### src/rtl/background_loader_if.sv
// Background loader bus: game FSM request, map ROM read port and
// framebuffer write port grouped into one bundle.
interface background_loader_if #(
    parameter int ADDR_W = 13
);
    logic              load_background;
    logic [2:0]        background_select;
    logic [2:0]        rom_sel;
    logic [ADDR_W-1:0] rom_addr;
    logic [3:0]        rom_data;
    logic              fb_we;
    logic [ADDR_W-1:0] fb_addr;
    logic [3:0]        fb_data;
    logic              fb_ready;
    logic              busy;
    logic              done;

    // Loader side
    modport slave (
        input  load_background, background_select, rom_data, fb_ready,
        output rom_sel, rom_addr, fb_we, fb_addr, fb_data, busy, done
    );

    // Environment side (game FSM, ROM bank, framebuffer)
    modport master (
        output load_background, background_select, rom_data, fb_ready,
        input  rom_sel, rom_addr, fb_we, fb_addr, fb_data, busy, done
    );
endinterface

### src/rtl/background_loader.sv
// Background loader: on a load request copies the selected map from the
// map ROM into the tile framebuffer, one ROM read per cell, raster order.
module background_loader #(
    parameter int MAP_W       = 80,
    parameter int MAP_H       = 60,
    parameter int ADDR_W      = 13,
    parameter int NUM_MAPS    = 5,
    parameter int ROM_LATENCY = 2
) (
    input  logic                Clk,
    input  logic                Reset_n,
    background_loader_if.slave  bg_if
);
    localparam int                CELLS    = MAP_W * MAP_H;
    localparam logic [ADDR_W-1:0] LAST_IDX = ADDR_W'(CELLS - 1);
    localparam int                CNT_W    = (ROM_LATENCY > 1) ? $clog2(ROM_LATENCY) : 1;

    typedef enum logic [2:0] {
        S_IDLE,
        S_ARM,
        S_FETCH,
        S_WAIT,
        S_WRITE,
        S_DONE
    } state_t;

    state_t            r_state;
    state_t            w_state_next;
    logic [ADDR_W-1:0] r_index;
    logic [ADDR_W-1:0] w_index_next;
    logic [2:0]        r_rom_sel;
    logic [2:0]        w_rom_sel_next;
    logic [CNT_W-1:0]  r_wait;
    logic [CNT_W-1:0]  w_wait_next;
    logic              w_busy;
    logic              w_write;
    logic              w_done;

    // State, cell index, latched map select and ROM wait counter
    always_ff @(posedge Clk or negedge Reset_n) begin
        if (!Reset_n) begin
            r_state   <= S_IDLE;
            r_index   <= '0;
            r_rom_sel <= '0;
            r_wait    <= '0;
        end else begin
            r_state   <= w_state_next;
            r_index   <= w_index_next;
            r_rom_sel <= w_rom_sel_next;
            r_wait    <= w_wait_next;
        end
    end

    // Next-state logic and per-state outputs
    always_comb begin
        w_state_next   = r_state;
        w_index_next   = r_index;
        w_rom_sel_next = r_rom_sel;
        w_wait_next    = r_wait;
        w_busy         = 1'b0;
        w_write        = 1'b0;
        w_done         = 1'b0;

        case (r_state)
            S_IDLE: begin
                w_state_next = S_IDLE;
            end
            S_ARM: begin
                w_busy = 1'b1;
                // The game FSM updates the select on the load edge, so it is
                // only trustworthy one cycle later, here.
                if (int'(bg_if.background_select) < NUM_MAPS) begin
                    w_rom_sel_next = bg_if.background_select;
                end else begin
                    w_rom_sel_next = '0;
                end
                w_index_next = '0;
                w_state_next = S_FETCH;
            end
            S_FETCH: begin
                w_busy      = 1'b1;
                w_wait_next = CNT_W'(ROM_LATENCY - 1);
                if (ROM_LATENCY > 1) begin
                    w_state_next = S_WAIT;
                end else begin
                    w_state_next = S_WRITE;
                end
            end
            S_WAIT: begin
                w_busy      = 1'b1;
                w_wait_next = r_wait - CNT_W'(1);
                if (r_wait <= CNT_W'(1)) begin
                    w_state_next = S_WRITE;
                end
            end
            S_WRITE: begin
                w_busy  = 1'b1;
                w_write = 1'b1;
                if (bg_if.fb_ready) begin
                    if (r_index == LAST_IDX) begin
                        w_state_next = S_DONE;
                    end else begin
                        w_index_next = r_index + ADDR_W'(1);
                        w_state_next = S_FETCH;
                    end
                end
            end
            S_DONE: begin
                w_done       = 1'b1;
                w_state_next = S_IDLE;
            end
            default: begin
                w_state_next = S_IDLE;
            end
        endcase

        // A load request from any state (re)starts the copy; an aborted
        // copy never reaches DONE, so it produces no done pulse.
        if (bg_if.load_background) begin
            w_state_next = S_ARM;
        end
    end

    // rom_addr and fb_addr both follow the index, which only changes on
    // write completion or in ARM, so the ROM sees a stable address.
    assign bg_if.rom_sel  = r_rom_sel;
    assign bg_if.rom_addr = r_index;
    assign bg_if.fb_addr  = r_index;
    assign bg_if.fb_we    = w_write;
    assign bg_if.fb_data  = w_write ? bg_if.rom_data : '0;
    assign bg_if.busy     = w_busy;
    assign bg_if.done     = w_done;
endmodule
### src/flat_wrapper.sv
// flat-port wrapper written by rule: the top's interface ports become plain ports
module background_loader_flat 
#(
    parameter int MAP_W       = 80,
    parameter int MAP_H       = 60,
    parameter int ADDR_W      = 13,
    parameter int NUM_MAPS    = 5,
    parameter int ROM_LATENCY = 2
)
  (Clk, Reset_n, bg_if_load_background, bg_if_background_select, bg_if_rom_data, bg_if_fb_ready, bg_if_rom_sel, bg_if_rom_addr, bg_if_fb_we, bg_if_fb_addr, bg_if_fb_data, bg_if_busy, bg_if_done);
  background_loader_if #(.ADDR_W(ADDR_W)) bg_if_i ();
  input  logic Clk;
  input  logic Reset_n;
  input wire logic [$bits(bg_if_i.load_background)-1:0] bg_if_load_background;
  input wire logic [$bits(bg_if_i.background_select)-1:0] bg_if_background_select;
  input wire logic [$bits(bg_if_i.rom_data)-1:0] bg_if_rom_data;
  input wire logic [$bits(bg_if_i.fb_ready)-1:0] bg_if_fb_ready;
  output wire logic [$bits(bg_if_i.rom_sel)-1:0] bg_if_rom_sel;
  output wire logic [$bits(bg_if_i.rom_addr)-1:0] bg_if_rom_addr;
  output wire logic [$bits(bg_if_i.fb_we)-1:0] bg_if_fb_we;
  output wire logic [$bits(bg_if_i.fb_addr)-1:0] bg_if_fb_addr;
  output wire logic [$bits(bg_if_i.fb_data)-1:0] bg_if_fb_data;
  output wire logic [$bits(bg_if_i.busy)-1:0] bg_if_busy;
  output wire logic [$bits(bg_if_i.done)-1:0] bg_if_done;
  assign bg_if_i.load_background = bg_if_load_background;
  assign bg_if_i.background_select = bg_if_background_select;
  assign bg_if_i.rom_data = bg_if_rom_data;
  assign bg_if_i.fb_ready = bg_if_fb_ready;
  assign bg_if_rom_sel = bg_if_i.rom_sel;
  assign bg_if_rom_addr = bg_if_i.rom_addr;
  assign bg_if_fb_we = bg_if_i.fb_we;
  assign bg_if_fb_addr = bg_if_i.fb_addr;
  assign bg_if_fb_data = bg_if_i.fb_data;
  assign bg_if_busy = bg_if_i.busy;
  assign bg_if_done = bg_if_i.done;
  background_loader #(.MAP_W(MAP_W), .MAP_H(MAP_H), .ADDR_W(ADDR_W), .NUM_MAPS(NUM_MAPS), .ROM_LATENCY(ROM_LATENCY)) u_core (.Clk(Clk), .Reset_n(Reset_n), .bg_if(bg_if_i));
endmodule
### config.mk
export PLATFORM = sky130hd
export DESIGN_NAME = background_loader_flat
export DESIGN_NICKNAME = d
export VERILOG_FILES = /design/src/rtl/background_loader_if.sv /design/src/rtl/background_loader.sv /design/src/flat_wrapper.sv
export SDC_FILE = /design/constraint.sdc
export NUM_CORES = 1
export LEC_CHECK = 0
export CAP_MARGIN = 25
export CORE_UTILIZATION = 40
export CTS_CLUSTER_SIZE = 12
export DETAILED_ROUTE_END_ITERATION = 7
export PLACE_DENSITY = 0.73
export SLEW_MARGIN = 0
export SYNTH_ARGS = -nofsm -noshare
export SYNTH_HDL_FRONTEND = slang
export SYNTH_SLANG_ARGS = --single-unit
### constraint.sdc
create_clock -name Clk -period 4.35 [get_ports Clk]
set_input_delay 0.6525 -clock Clk [delete_from_list [all_inputs] [get_ports Clk]]
set_output_delay 0.6525 -clock Clk [all_outputs]
set_load 0.005 [all_outputs]
# Yosys cells after proc, flatten, opt, wreduce, memory -nomap -nowiden

Cells that the tools add are included.
W data, S select, Z words.

Reductions and logical operators: 5
Multiplexer cells: 14
Eq/ne operators: 10
Order comparisons: 2
Add/subtract/negate cells: 2

Operators with widths:

| cell                    | count |
|---|---|
| $mux W13                | 2 |
| $pmux W13 S2            | 1 |
| $mux W3                 | 5 |
| $add A13 B1 Y13 const B | 1 |
| $eq A13 B13 Y1 const B  | 1 |
| $pmux W3 S4             | 1 |
| $eq A3 B2 Y1 const B    | 2 |
| $eq A3 B3 Y1 const B    | 2 |
| $mux W4                 | 1 |
| $ne A2 B2 Y1 const B    | 2 |
| $reduce_bool A2 Y1      | 2 |
| $reduce_or A4 Y1        | 1 |
| $eq A3 B1 Y1 const B    | 1 |
| $lt A3 B3 Y1 const B    | 1 |
| $mux W1                 | 3 |
| $ne A3 B2 Y1 const B    | 1 |
| $ne A3 B3 Y1 const B    | 1 |
| $reduce_and A3 Y1       | 1 |
| $pmux W1 S2             | 1 |
| $reduce_and A2 Y1       | 1 |
| $le A1 B1 Y1 const B    | 1 |
| $sub A1 B1 Y1 const B   | 1 |

Word-level logic and storage cells: 37
Bits of input ports: 11
Output and inout port bits: 36
Register bits after elaboration: 20

# Logic depth before layout (Yosys ltp)

Gate-level depths: netlist of the first run.

Depth after elaboration: 5
Depth in mapped cells: 6
Gate-level depth less buffers: 5

# Worst setup path after synthesis of the first run

No wires, ideal clock.

Kind: reg-to-output
Start: register u_core.r_state[0]
End: output bg_if_fb_we
Required time: 3.697 ns
Arrival: 1.149 ns
Setup slack: 2.548 ns
Stages on the path, launching flop included: 5
Buffers on the path: 2
Cells stage by stage: dfrtp_1 -> buf_6 -> or3b_4 -> inv_2 -> buf_2

Longest elaborated chain between the ends: 2

RTL lines:

| item                   | line                    | source |
|---|---|---|
| from (decl)            | background_loader.sv:27 | `state_t r_state;` |
| from (signal assigned) | background_loader.sv:47 | `r_state <= w_state_next;` |
| $eq A3 B3 Y1           | background_loader.sv:64 | `case (r_state)` |
| $mux W1                | background_loader.sv:64 |  |
| to (decl)              | flat_wrapper.sv:20      | `output wire logic [$bits(bg_if_i.fb_we)-1:0] bg_if_fb_we;` |

Every way passes these cells.

# Worst setup path after layout of the first run

Start: register u_core.r_state[2]
End: output bg_if_fb_we

The elaborated chain is that of the path after synthesis.

==> run summary, run 1 <==
LOGIC SYNTHESIS
----------------------------------------------------------------------------------------
Synth Net Count ...........................................................          155
Most area-hungry cell type in the Yosys netlist ...........................      dfrtp_1
Yosys warnings ............................................................            0
Leading cell types by count after synthesis ............................... dfrtp_1 (19), nand2_1 (15), buf_4 (13)
Most used flip-flop cell after synthesis ..................................      dfrtp_1
Mean cell area of the mapped netlist ......................................  9.038 sq um
Flop and latch count out of synthesis .....................................           19
Share of synthesized flip-flops with an asynchronous set or reset .........       100.0%
Top cells by area, synth .................................................. dfrtp_1 (37%), buf_4 (7.6%), nand2_1 (4.4%)
Count of mapped cells out of synthesis ....................................          143
Count of unique library cells instantiated by Yosys .......................           44
Area share of the leading cell type in the synthesized netlist ............       36.79%
Seq/Total Area, Yosys .....................................................       36.79%
Netlist area before placement .............................................   1292 sq um
Number of enable-type register cells in the synthesized netlist ...........            0
Most frequent cell after synthesis ........................................      dfrtp_1

DRT
----------------------------------------------------------------------------------------
Overall via count from detail_route .......................................         1174
Met3 wire length ..........................................................       166 um
Top routing layer in use ..................................................         met4
Count of unresolved DRC violations after routing ..........................            0
Routed metal-1 wirelength .................................................      1361 um
Average via count per standard cell .......................................        5.385
DR WL met2 ................................................................      1413 um
Detailed-route wire length ................................................      2975 um
Detailed router's first-iteration violation count .........................           25
Count of nets left with antenna violations after detail routing ...........            0
Wirelength per Cell .......................................................     13.65 um
Length of the first detailed-routing pass in iterations ...................            4

POWER
----------------------------------------------------------------------------------------
Worst vdd ir ..............................................................  0.0001298 V
Leakage dissipation .......................................................    0.6973 nW
Combinational power share .................................................        18.0%
Internal power ............................................................    0.2504 mW
Clock network fraction of design power ....................................        26.7%
Sw Share ..................................................................       27.47%
Power density over the cells .............................................. 202.9 nW/um^2
Sequential share of power .................................................        55.3%
PnR Total Power ...........................................................    0.3452 mW
Switching power summed over all nets ......................................   0.09483 mW

FLOORPLANNING
----------------------------------------------------------------------------------------
Chip Width ................................................................     58.85 um
Standard-cell rows ........................................................           20
Number of I/O pins ........................................................           47
DIE AREA ..................................................................   3463 sq um
Starting utilization of the core area .....................................       42.34%
Core area .................................................................   3053 sq um
Y dimension of the die ....................................................     58.85 um

STA
----------------------------------------------------------------------------------------
Portion of the clock cycle consumed by the worst path in the final layout .       63.76%
RSZ-0062 raised after global routing ......................................           no
Final Max Slew Viols ......................................................            0
Hold Vio Cnt, Final .......................................................            0
Setup TNS after final layout ..............................................         0 ps
Minimum clock period ......................................................      2774 ps
Normalized max-slew margin ................................................       41.37%
Slew @ Worst Pin ..........................................................     876.7 ps
Achievable clock frequency ................................................    360.5 MHz
Clk_skew ..................................................................     2.951 ps
Endpoints failing setup ...................................................            0

CLOCK TREE
----------------------------------------------------------------------------------------
Number of buffers created by CTS ..........................................            3
Hold-fix buffers at CTS ...................................................            0
Post-cts repair resize count ..............................................            0
CTS tree ..................................................................          yes
Reg clk slew, reported paths ..............................................       120 ps
Cell chosen for the clock root ............................................     clkbuf_4
Clock latency on the worst-skew pair ......................................       290 ps
Clock Sinks ...............................................................           19
Max H-tree Level ..........................................................            1
Bufs on Longest Clock Path ................................................            2
Post-CTS Setup Inserts ....................................................            0

MIN PATH
----------------------------------------------------------------------------------------
HP Class ..................................................................   reg -> reg
Hold_sp ................................................................... u_core.bg_if.rom_sel[2]

CRITICAL PATH
----------------------------------------------------------------------------------------
Critical-path cell list ................................................... or3b_4 -> inv_2 -> clkdlybuf4s50_1
Maximum fanout along the worst path .......................................           14
Data required time at the worst endpoint ..................................      3700 ps
Biggest cell delay along the critical path ................................       540 ps
Data arrival time at the worst-slack endpoint .............................      2120 ps
Startpoint of the lowest-slack register-to-register path .................. u_core.bg_if.fb_addr[0]
Setup crit end kind .......................................................  output port
WS Path Type ..............................................................   reg -> out
Timing startpoint of the critical path .................................... u_core.r_state[2]
Max stage delay cell, worst path .......................................... clkdlybuf4s50_1
Startpoint types ..........................................................         flop

PLACED DESIGN
----------------------------------------------------------------------------------------
IO Port Bufs ..............................................................           46
DP Wirelength .............................................................      2227 um
Final RePlAce weighted congestion .........................................       0.8857

FINISH
----------------------------------------------------------------------------------------
Area of the multi-input gates .............................................  661.9 sq um
# nets final ..............................................................          187
N_diodes ..................................................................            0
Layout fillers ............................................................          301
Area growth from synthesis to layout ......................................       31.66%
Ratio of cells with drive above 1 in the final layout .....................       6.897%
Area occupied by registers ................................................  475.5 sq um

GRT
----------------------------------------------------------------------------------------
Final global-route overflow total .........................................            0
Antenna violations before repair ..........................................            0
Via count of the first global-routing pass ................................         1151
Maximum number of pins on one net before global-route repair ..............           20
Total track usage .........................................................       19.28%
Global-route wire length before repair ....................................      5161 um

OUTCOME
----------------------------------------------------------------------------------------
Outcome ................................................................... complete, no violations

FLOW RUN
----------------------------------------------------------------------------------------
Number of maximum-capacitance violations ..................................            0

-- cell type report --
type	instances	area share, %
Multi-Input combinational cell	100	38.90
Sequential cell	19	27.94
Timing Repair Buffer	46	27.06
Tap cell	44	3.235
Clock buffer	3	1.324
Inverter	5	1.103
Clock inverter	1	0.4412
-- registers in the layout (all words and copies together) (netlist names) --
| register | count |
|---|---|
| u_core.bg_if.fb_addr | 13 |
| u_core.bg_if.rom_sel | 3 |
| u_core.r_state | 3 |
-- path summary, 6_finish.rpt --
check / slack, ps / cells past startpoint / to
max: 1580 / 3 / bg_if_fb_we
min: 500 / 2 / u_core.bg_if.rom_sel[2]
max reg2reg: 2490 / 5 / u_core.bg_if.fb_addr[10]
min reg2reg: 500 / 2 / u_core.bg_if.rom_sel[2]
max in group asynchronous: 2980 / 1 / u_core.bg_if.rom_sel[2]
min in group asynchronous: 840 / 1 / u_core.bg_if.fb_addr[2]
-- per-layer routing --
layer | track usage (%) | up-vias
met5 | 0 | -
met2 | 29.87 | 42
met4 | 9.524 | 0
met1 | 25.87 | 561
met3 | 3.516 | 4
li1 | - | 567
-- kinds of logic after synthesis --
family	share of synthesized area [%]
AOI/OAI and AO/OA	18.98
xor gates and xnor gates	0.6778
adders and majority gates	0.9679
buffers and inverters	12.00
DFF	36.79
muxes	2.323
and+or+nand+nor	28.27
-- per-stage QoR --
step                      hold slack [ps]  setup slack [ps]  utilization, %  instance area (sq um)  cells
final                               496.1              1576           55.74                   1702    218
after floorplan                     356.9              2548               -                   1292    143
after CTS                           502.3              1568           55.74                   1702    218
after global routing                576.8              1448           55.74                   1702    218
after detailed placement            474.8              1927           54.75                   1672    214
after global placement              464.9              1954           54.75                   1672    214
-- power groups by stage --
stage / registers (mW) / clock network [mW] / logic [mW]
3_5_place_dp: 0.195 / 0 / 0.0625
2_1_floorplan: 0.192 / 0 / 0.0331
6_report: 0.191 / 0.0922 / 0.0621
3_3_place_gp: 0.194 / 0 / 0.0612
4_1_cts: 0.191 / 0.0951 / 0.0629
5_1_grt: 0.193 / 0.102 / 0.0699
-- critical path, delay by kind of cell, from the launching register on --
kind | cells | cell delay, ps
buffers and inverters | 2 | 760
AND/OR/NAND/NOR | 1 | 530
flip-flops | 1 | 530
-- cell usage in the layout (no fill, tap or decap), types with 2 or more instances in the layout --
cell type / synthesis / layout
nand3_1: 6 / 6
a41oi_1: 2 / 2
nand4_1: 3 / 3
dfrtp_1: 19 / 19
o21ai_0: 6 / 6
clkbuf_4: 0 / 3
a31oi_1: 8 / 8
clkdlybuf4s50_1: 0 / 46
and2_1: 4 / 4
nand2b_1: 3 / 3
o21ai_2: 2 / 2
and3_1: 8 / 8
nand2_1: 15 / 15
nor2_1: 11 / 11
a21oi_1: 2 / 2
mux2i_1: 3 / 3
inv_1: 4 / 4
a21boi_0: 2 / 2
a2bb2oi_1: 2 / 2
and4_1: 2 / 2
No activity file was read; power rests on OpenSTA's default activity.
==> run 2: changes to the inputs <==
==> constraint.sdc (replaced) <==
create_clock -name Clk -period 2.56 [get_ports Clk]
set_input_delay 0.384 -clock Clk [delete_from_list [all_inputs] [get_ports Clk]]
set_output_delay 0.384 -clock Clk [all_outputs]
set_load 0.005 [all_outputs]
==> run 2 against run 1 <==
Against the previous run: final cell count is the same; first-iteration DRC count grew 84%; register-to-register slack lost 1800 ps; largest power group unchanged; highest routed layer unchanged.
==> run summary, run 2 (same netlist as run 1, synthesis figures left out) <==
OUTCOME
----------------------------------------------------------------------------------------
Outcome ................................................................... complete, no violations

POWER
----------------------------------------------------------------------------------------
PnR Total Power ...........................................................    0.6023 mW
Power density over the cells .............................................. 353.2 nW/um^2
Leakage dissipation .......................................................    0.6952 nW
Worst vdd ir ..............................................................  0.0001726 V

FINISH
----------------------------------------------------------------------------------------
Layout fillers ............................................................          291
N_diodes ..................................................................            0
Most frequent cells in the layout ......................................... clkdlybuf4s50_1 (46), dfrtp_1 (18), nand2_1 (15)
Most common library cell in the layout ignoring fill and taps ............. clkdlybuf4s50_1
# nets final ..............................................................          187
Ratio of cells with drive above 1 in the final layout .....................       7.471%
Largest register FFs ......................................................           13
Area growth from synthesis to layout ......................................       31.95%

FLOORPLANNING
----------------------------------------------------------------------------------------
Core area .................................................................   3053 sq um
Number of I/O pins ........................................................           47
DIE AREA ..................................................................   3463 sq um
Y dimension of the die ....................................................     58.85 um
Chip Width ................................................................     58.85 um
Standard-cell rows ........................................................           20
Starting utilization of the core area .....................................       42.34%

DRT
----------------------------------------------------------------------------------------
Count of nets left with antenna violations after detail routing ...........            0
Length of the first detailed-routing pass in iterations ...................            4
Wirelength per Cell .......................................................     14.30 um
Detailed router's first-iteration violation count .........................           46
Average via count per standard cell .......................................        5.528
Detailed-route wire length ................................................      3118 um
Count of unresolved DRC violations after routing ..........................            0
Overall via count from detail_route .......................................         1205

CLOCK TREE
----------------------------------------------------------------------------------------
Hold-fix buffers at CTS ...................................................            0
Post-CTS Setup Inserts ....................................................            0
Clock Sinks ...............................................................           19
Reg clk slew, reported paths ..............................................       130 ps
Cell chosen for the clock root ............................................     clkbuf_4
Bufs on Longest Clock Path ................................................            2
Number of buffers created by CTS ..........................................            3
CTS tree ..................................................................          yes
Clock latency on the worst-skew pair ......................................       320 ps
Max H-tree Level ..........................................................            1
Post-cts repair resize count ..............................................            0

CRITICAL PATH
----------------------------------------------------------------------------------------
Max stage delay cell, worst path ..........................................       or3b_4
Biggest cell delay along the critical path ................................       530 ps
Setup crit end kind .......................................................  output port
Startpoint types ..........................................................         flop
Critical-path cell list ................................................... or3b_4 -> inv_4 -> clkdlybuf4s50_1
WS Path Type ..............................................................   reg -> out
Maximum fanout along the worst path .......................................           14
Timing startpoint of the critical path .................................... u_core.r_state[0]
Data arrival time at the worst-slack endpoint .............................      2030 ps
Data required time at the worst endpoint ..................................      2180 ps
Startpoint of the lowest-slack register-to-register path .................. u_core.bg_if.fb_addr[0]

STA
----------------------------------------------------------------------------------------
Hold Vio Cnt, Final .......................................................            0
Setup TNS after final layout ..............................................         0 ps
Normalized max-slew margin ................................................       41.61%
Slew @ Worst Pin ..........................................................     873.2 ps
Clk_skew ..................................................................     10.55 ps
Portion of the clock cycle consumed by the worst path in the final layout .       94.40%
Endpoints failing setup ...................................................            0
Minimum clock period ......................................................      2417 ps
RSZ-0062 raised after global routing ......................................           no
Achievable clock frequency ................................................    413.8 MHz
Final Max Slew Viols ......................................................            0

GRT
----------------------------------------------------------------------------------------
Antenna violations before repair ..........................................            0
Global-route wire length before repair ....................................      5319 um
Via count of the first global-routing pass ................................         1156
Maximum number of pins on one net before global-route repair ..............           20
Total track usage .........................................................       20.27%
Final global-route overflow total .........................................            0

MIN PATH
----------------------------------------------------------------------------------------
Hold_sp ................................................................... u_core.bg_if.rom_sel[0]
HP Class ..................................................................   reg -> reg

PLACED DESIGN
----------------------------------------------------------------------------------------
IO Port Bufs ..............................................................           46
Final RePlAce weighted congestion .........................................       0.8245
DP Wirelength .............................................................      2289 um

FLOW RUN
----------------------------------------------------------------------------------------
Number of maximum-capacitance violations ..................................            0

-- run 2: cell counts in the layout (fill, tap and decap cells not counted) --
No cell type changed its count.
-- run 2: final cells by class --
cell class | instances | area, sq um | share of cell area, %
Tap cell | 44 | 55.05 | 3.228
Timing Repair Buffer | 46 | 460.4 | 27.00
Clock buffer | 3 | 22.52 | 1.321
Sequential cell | 19 | 476.7 | 27.95
Inverter | 5 | 21.27 | 1.247
Clock inverter | 1 | 7.507 | 0.4402
Multi-Input combinational cell | 100 | 661.9 | 38.81
-- run 2: through the flow --
| step | instances | setup slack, ps | cell area [sq um] | utilization [%] | hold WS [ps] |
|---|---|---|---|---|---|
| global placement | 214 | 423.9 | 1672 | 54.75 | 465.5 |
| CTS | 218 | 11.55 | 1702 | 55.74 | 509.9 |
| detailed placement | 214 | 391.9 | 1672 | 54.75 | 480.1 |
| global route | 218 | 58.21 | 1705 | 55.86 | 551.6 |
| floorplan | 143 | 975.3 | 1292 | - | 88.41 |
| finish | 218 | 143.4 | 1705 | 55.86 | 503.6 |
-- run 2: final timing paths --
kind	to	slack (ps)	cells after the start
worst max register to register	u_core.bg_if.fb_addr[1]	650	5
min in group asynchronous	u_core.bg_if.fb_addr[1]	550	1
worst min register to register	u_core.bg_if.rom_sel[0]	500	2
worst min-delay path	u_core.bg_if.rom_sel[0]	500	2
max in group asynchronous	u_core.r_state[2]	1430	1
worst max-delay path	bg_if_fb_we	140	3
-- run 2: power breakdown --
group	total, mW	internal [mW]	leakage [nW]	switching, mW
logic	0.108	0.0547	0.424	0.0534
clock network	0.170	0.0597	0.0139	0.110
registers	0.325	0.312	0.257	0.0127
total	0.602	0.426	0.695	0.176
-- run 2: worst max-delay path, delay by kind of cell, from the launching register on --
kind	cells	cell delay (ps)
buf+inv	2	690
flops	1	490
simple gates	1	530
-- run 2: per-layer routing --
metal,vias to the layer above,GRT usage [%],part of all wire (%)
met5,-,0,0
met4,0,8.844,1.4
met3,5,2.637,5.6
met2,46,32.95,49
met1,587,27.02,44
li1,567,-,-
==> run 3: changes to the inputs <==
--- a/config.mk
+++ b/config.mk
@@ -10,6 +10,7 @@
 export CTS_CLUSTER_SIZE = 12
 export DETAILED_ROUTE_END_ITERATION = 7
 export PLACE_DENSITY = 0.73
+export SETUP_SLACK_MARGIN = 0.2
 export SLEW_MARGIN = 0
 export SYNTH_ARGS = -nofsm -noshare
 export SYNTH_HDL_FRONTEND = slang
==> constraint.sdc (replaced) <==
create_clock -name Clk -period 2.9 [get_ports Clk]
set_input_delay 0.435 -clock Clk [delete_from_list [all_inputs] [get_ports Clk]]
set_output_delay 0.435 -clock Clk [all_outputs]
set_load 0.005 [all_outputs]
==> run 3 against run 2 <==
Against the previous run: highest routed layer unchanged; non-clock buffer count unchanged; die area unchanged; sequential share of layout area about the same; flip-flop and latch count unchanged; largest cell class unchanged; hold slack worse by 13 ps.
==> run summary, run 3 (same netlist as run 1, synthesis figures left out) <==
OUTCOME
----------------------------------------------------------------------------------------
Outcome ................................................................... complete, no violations

POWER
----------------------------------------------------------------------------------------
Sequential share of power .................................................        55.4%
Internal power ............................................................    0.3765 mW
Clock network fraction of design power ....................................        26.4%
Power density over the cells .............................................. 303.7 nW/um^2
Combinational power share .................................................        18.2%
Sw Share ..................................................................       26.97%
PnR Total Power ...........................................................    0.5156 mW
Leakage dissipation .......................................................    0.6983 nW
Worst vdd ir ..............................................................  0.0001243 V
Switching power summed over all nets ......................................    0.1391 mW

FLOORPLANNING
----------------------------------------------------------------------------------------
Standard-cell rows ........................................................           20
Starting utilization of the core area .....................................       42.34%
DIE AREA ..................................................................   3463 sq um
Core area .................................................................   3053 sq um
Number of I/O pins ........................................................           47
Y dimension of the die ....................................................     58.85 um
Chip Width ................................................................     58.85 um

CLOCK TREE
----------------------------------------------------------------------------------------
Bufs on Longest Clock Path ................................................            2
CTS tree ..................................................................          yes
Max H-tree Level ..........................................................            1
Post-cts repair resize count ..............................................            0
Hold-fix buffers at CTS ...................................................            0
Number of buffers created by CTS ..........................................            3
Clock latency on the worst-skew pair ......................................       290 ps
Reg clk slew, reported paths ..............................................       110 ps
Cell chosen for the clock root ............................................     clkbuf_4
Clock Sinks ...............................................................           19
Post-CTS Setup Inserts ....................................................            0

CRITICAL PATH
----------------------------------------------------------------------------------------
Maximum fanout along the worst path .......................................           14
Register-to-register setup slack ..........................................      1080 ps
Data required time at the worst endpoint ..................................      2470 ps
Setup crit end kind .......................................................  output port
Crit path to ..............................................................  bg_if_fb_we
Buf/Inv on CP .............................................................            2
Critical-path cell list ................................................... or3b_4 -> inv_2 -> clkdlybuf4s50_1
Cell family contributing the most delay on the critical path .............. buffers and inverters
Data arrival time at the worst-slack endpoint .............................      2110 ps
Biggest cell delay along the critical path ................................       550 ps
FF-to-FF End .............................................................. u_core.bg_if.fb_addr[1]
WS Path Type ..............................................................   reg -> out
Cell count along the critical path ........................................            3
Worst reg-to-reg path cell count ..........................................            5
Timing startpoint of the critical path .................................... u_core.r_state[2]
Startpoint types ..........................................................         flop
Max stage delay cell, worst path .......................................... clkdlybuf4s50_1
Startpoint of the lowest-slack register-to-register path .................. u_core.bg_if.fb_addr[0]

PLACED DESIGN
----------------------------------------------------------------------------------------
Placed cell areas .........................................................   1672 sq um
IO Port Bufs ..............................................................           46
DP Wirelength .............................................................      2181 um
Final RePlAce weighted congestion .........................................       0.8435

STA
----------------------------------------------------------------------------------------
Normalized max-slew margin ................................................       42.04%
Endpoints failing setup ...................................................            0
Slew @ Worst Pin ..........................................................     866.7 ps
Hold Vio Cnt, Final .......................................................            0
Portion of the clock cycle consumed by the worst path in the final layout .       87.81%
Minimum clock period ......................................................      2547 ps
Final Max Slew Viols ......................................................            0
Achievable clock frequency ................................................    392.7 MHz
Setup TNS after final layout ..............................................         0 ps
Clk_skew ..................................................................     9.193 ps
RSZ-0062 raised after global routing ......................................           no

GRT
----------------------------------------------------------------------------------------
Total track usage .........................................................       19.25%
Antenna violations before repair ..........................................            0
Final global-route overflow total .........................................            0
Maximum number of pins on one net before global-route repair ..............           20
Via count of the first global-routing pass ................................         1120
Global-route wire length before repair ....................................      5181 um

FINISH
----------------------------------------------------------------------------------------
N_diodes ..................................................................            0
# nets final ..............................................................          187
Most common library cell in the layout ignoring fill and taps ............. clkdlybuf4s50_1
Most frequent cells in the layout ......................................... clkdlybuf4s50_1 (46), dfrtp_1 (19), nand2_1 (15)
Post-Layout Inst Area .....................................................   1698 sq um
Largest register FFs ......................................................           13
Ratio of cells with drive above 1 in the final layout .....................       6.322%
Area growth from synthesis to layout ......................................       31.37%

DRT
----------------------------------------------------------------------------------------
Count of nets left with antenna violations after detail routing ...........            0
Top routing layer in use ..................................................         met4
Length of the first detailed-routing pass in iterations ...................            4
Detailed-route wire length ................................................      2984 um
Routed metal-1 wirelength .................................................      1352 um
DR WL met2 ................................................................      1442 um
Wirelength per Cell .......................................................     13.69 um
Average via count per standard cell .......................................        5.289
Met3 wire length ..........................................................       170 um
Count of unresolved DRC violations after routing ..........................            0
Detailed router's first-iteration violation count .........................           25
Overall via count from detail_route .......................................         1153

MIN PATH
----------------------------------------------------------------------------------------
Hold_sp ................................................................... u_core.bg_if.rom_sel[0]
HP Class ..................................................................   reg -> reg

FLOW RUN
----------------------------------------------------------------------------------------
Number of maximum-capacitance violations ..................................            0

-- run 3: cell count changes in the layout (fill, tap and decap cells not counted) --
| cell | delta |
|---|---|
| clkbuf_1 | +1 |
| clkinvlp_4 | -1 |
| dfrtp_1 | +1 |
| dfrtp_2 | -1 |
| inv_2 | +1 |
| inv_4 | -1 |
-- run 3: per-stage QoR --
step | setup slack (ps) | cells | utilization [%] | hold slack, ps
final | 353.5 | 218 | 55.61 | 491.0
after global placement | 713.6 | 214 | 54.75 | 465.3
after global routing | 203.1 | 218 | 55.61 | 529.1
after CTS | 334.9 | 218 | 55.61 | 499.7
after floorplan | 1315 | 143 | - | 139.4
after detailed placement | 680.2 | 214 | 54.75 | 473.6
-- run 3: metal layers --
layer | global-route usage (%) | vias up
met5 | 0 | -
met4 | 6.803 | 0
met3 | 2.198 | 2
met2 | 32.47 | 40
met1 | 25.45 | 544
li1 | - | 567
-- run 3: area by class of cell --
class / instances / area [sq um]
clock buffers: 4 / 26.28
fillers: 296 / 1355
inverters: 5 / 18.77
multi-input cells: 100 / 661.9
flip-flops and latches: 19 / 475.5
well taps: 44 / 55.05
repair buffers: 46 / 460.4
-- run 3: how the worst min path moves through the flow --
stage,end,slack [ps],cells past startpoint
final,u_core.bg_if.rom_sel[0],490,2
after global routing,u_core.bg_if.rom_sel[2],530,2
after CTS,u_core.bg_if.rom_sel[2],500,2
after detailed placement,u_core.bg_if.rom_sel[2],470,2
after global placement,u_core.bg_if.rom_sel[2],470,2
after floorplan,u_core.bg_if.fb_addr[0],140,0
-- run 3: power groups by stage --
stage / combinational [mW] / clock, mW / sequential [mW]
after global placement: 0.0926 / 0 / 0.290
final: 0.0939 / 0.136 / 0.286
after CTS: 0.0954 / 0.143 / 0.286
after global routing: 0.104 / 0.154 / 0.289
after floorplan: 0.0496 / 0 / 0.288
after detailed placement: 0.0946 / 0 / 0.292
-- run 3: tightest hold or removal path, delay by kind of cell (launching register included) --
family             cells  cell delay (ps)
DFF                    1              360
and+or+nand+nor        1               50
AOI/OAI and AO/OA      1               60
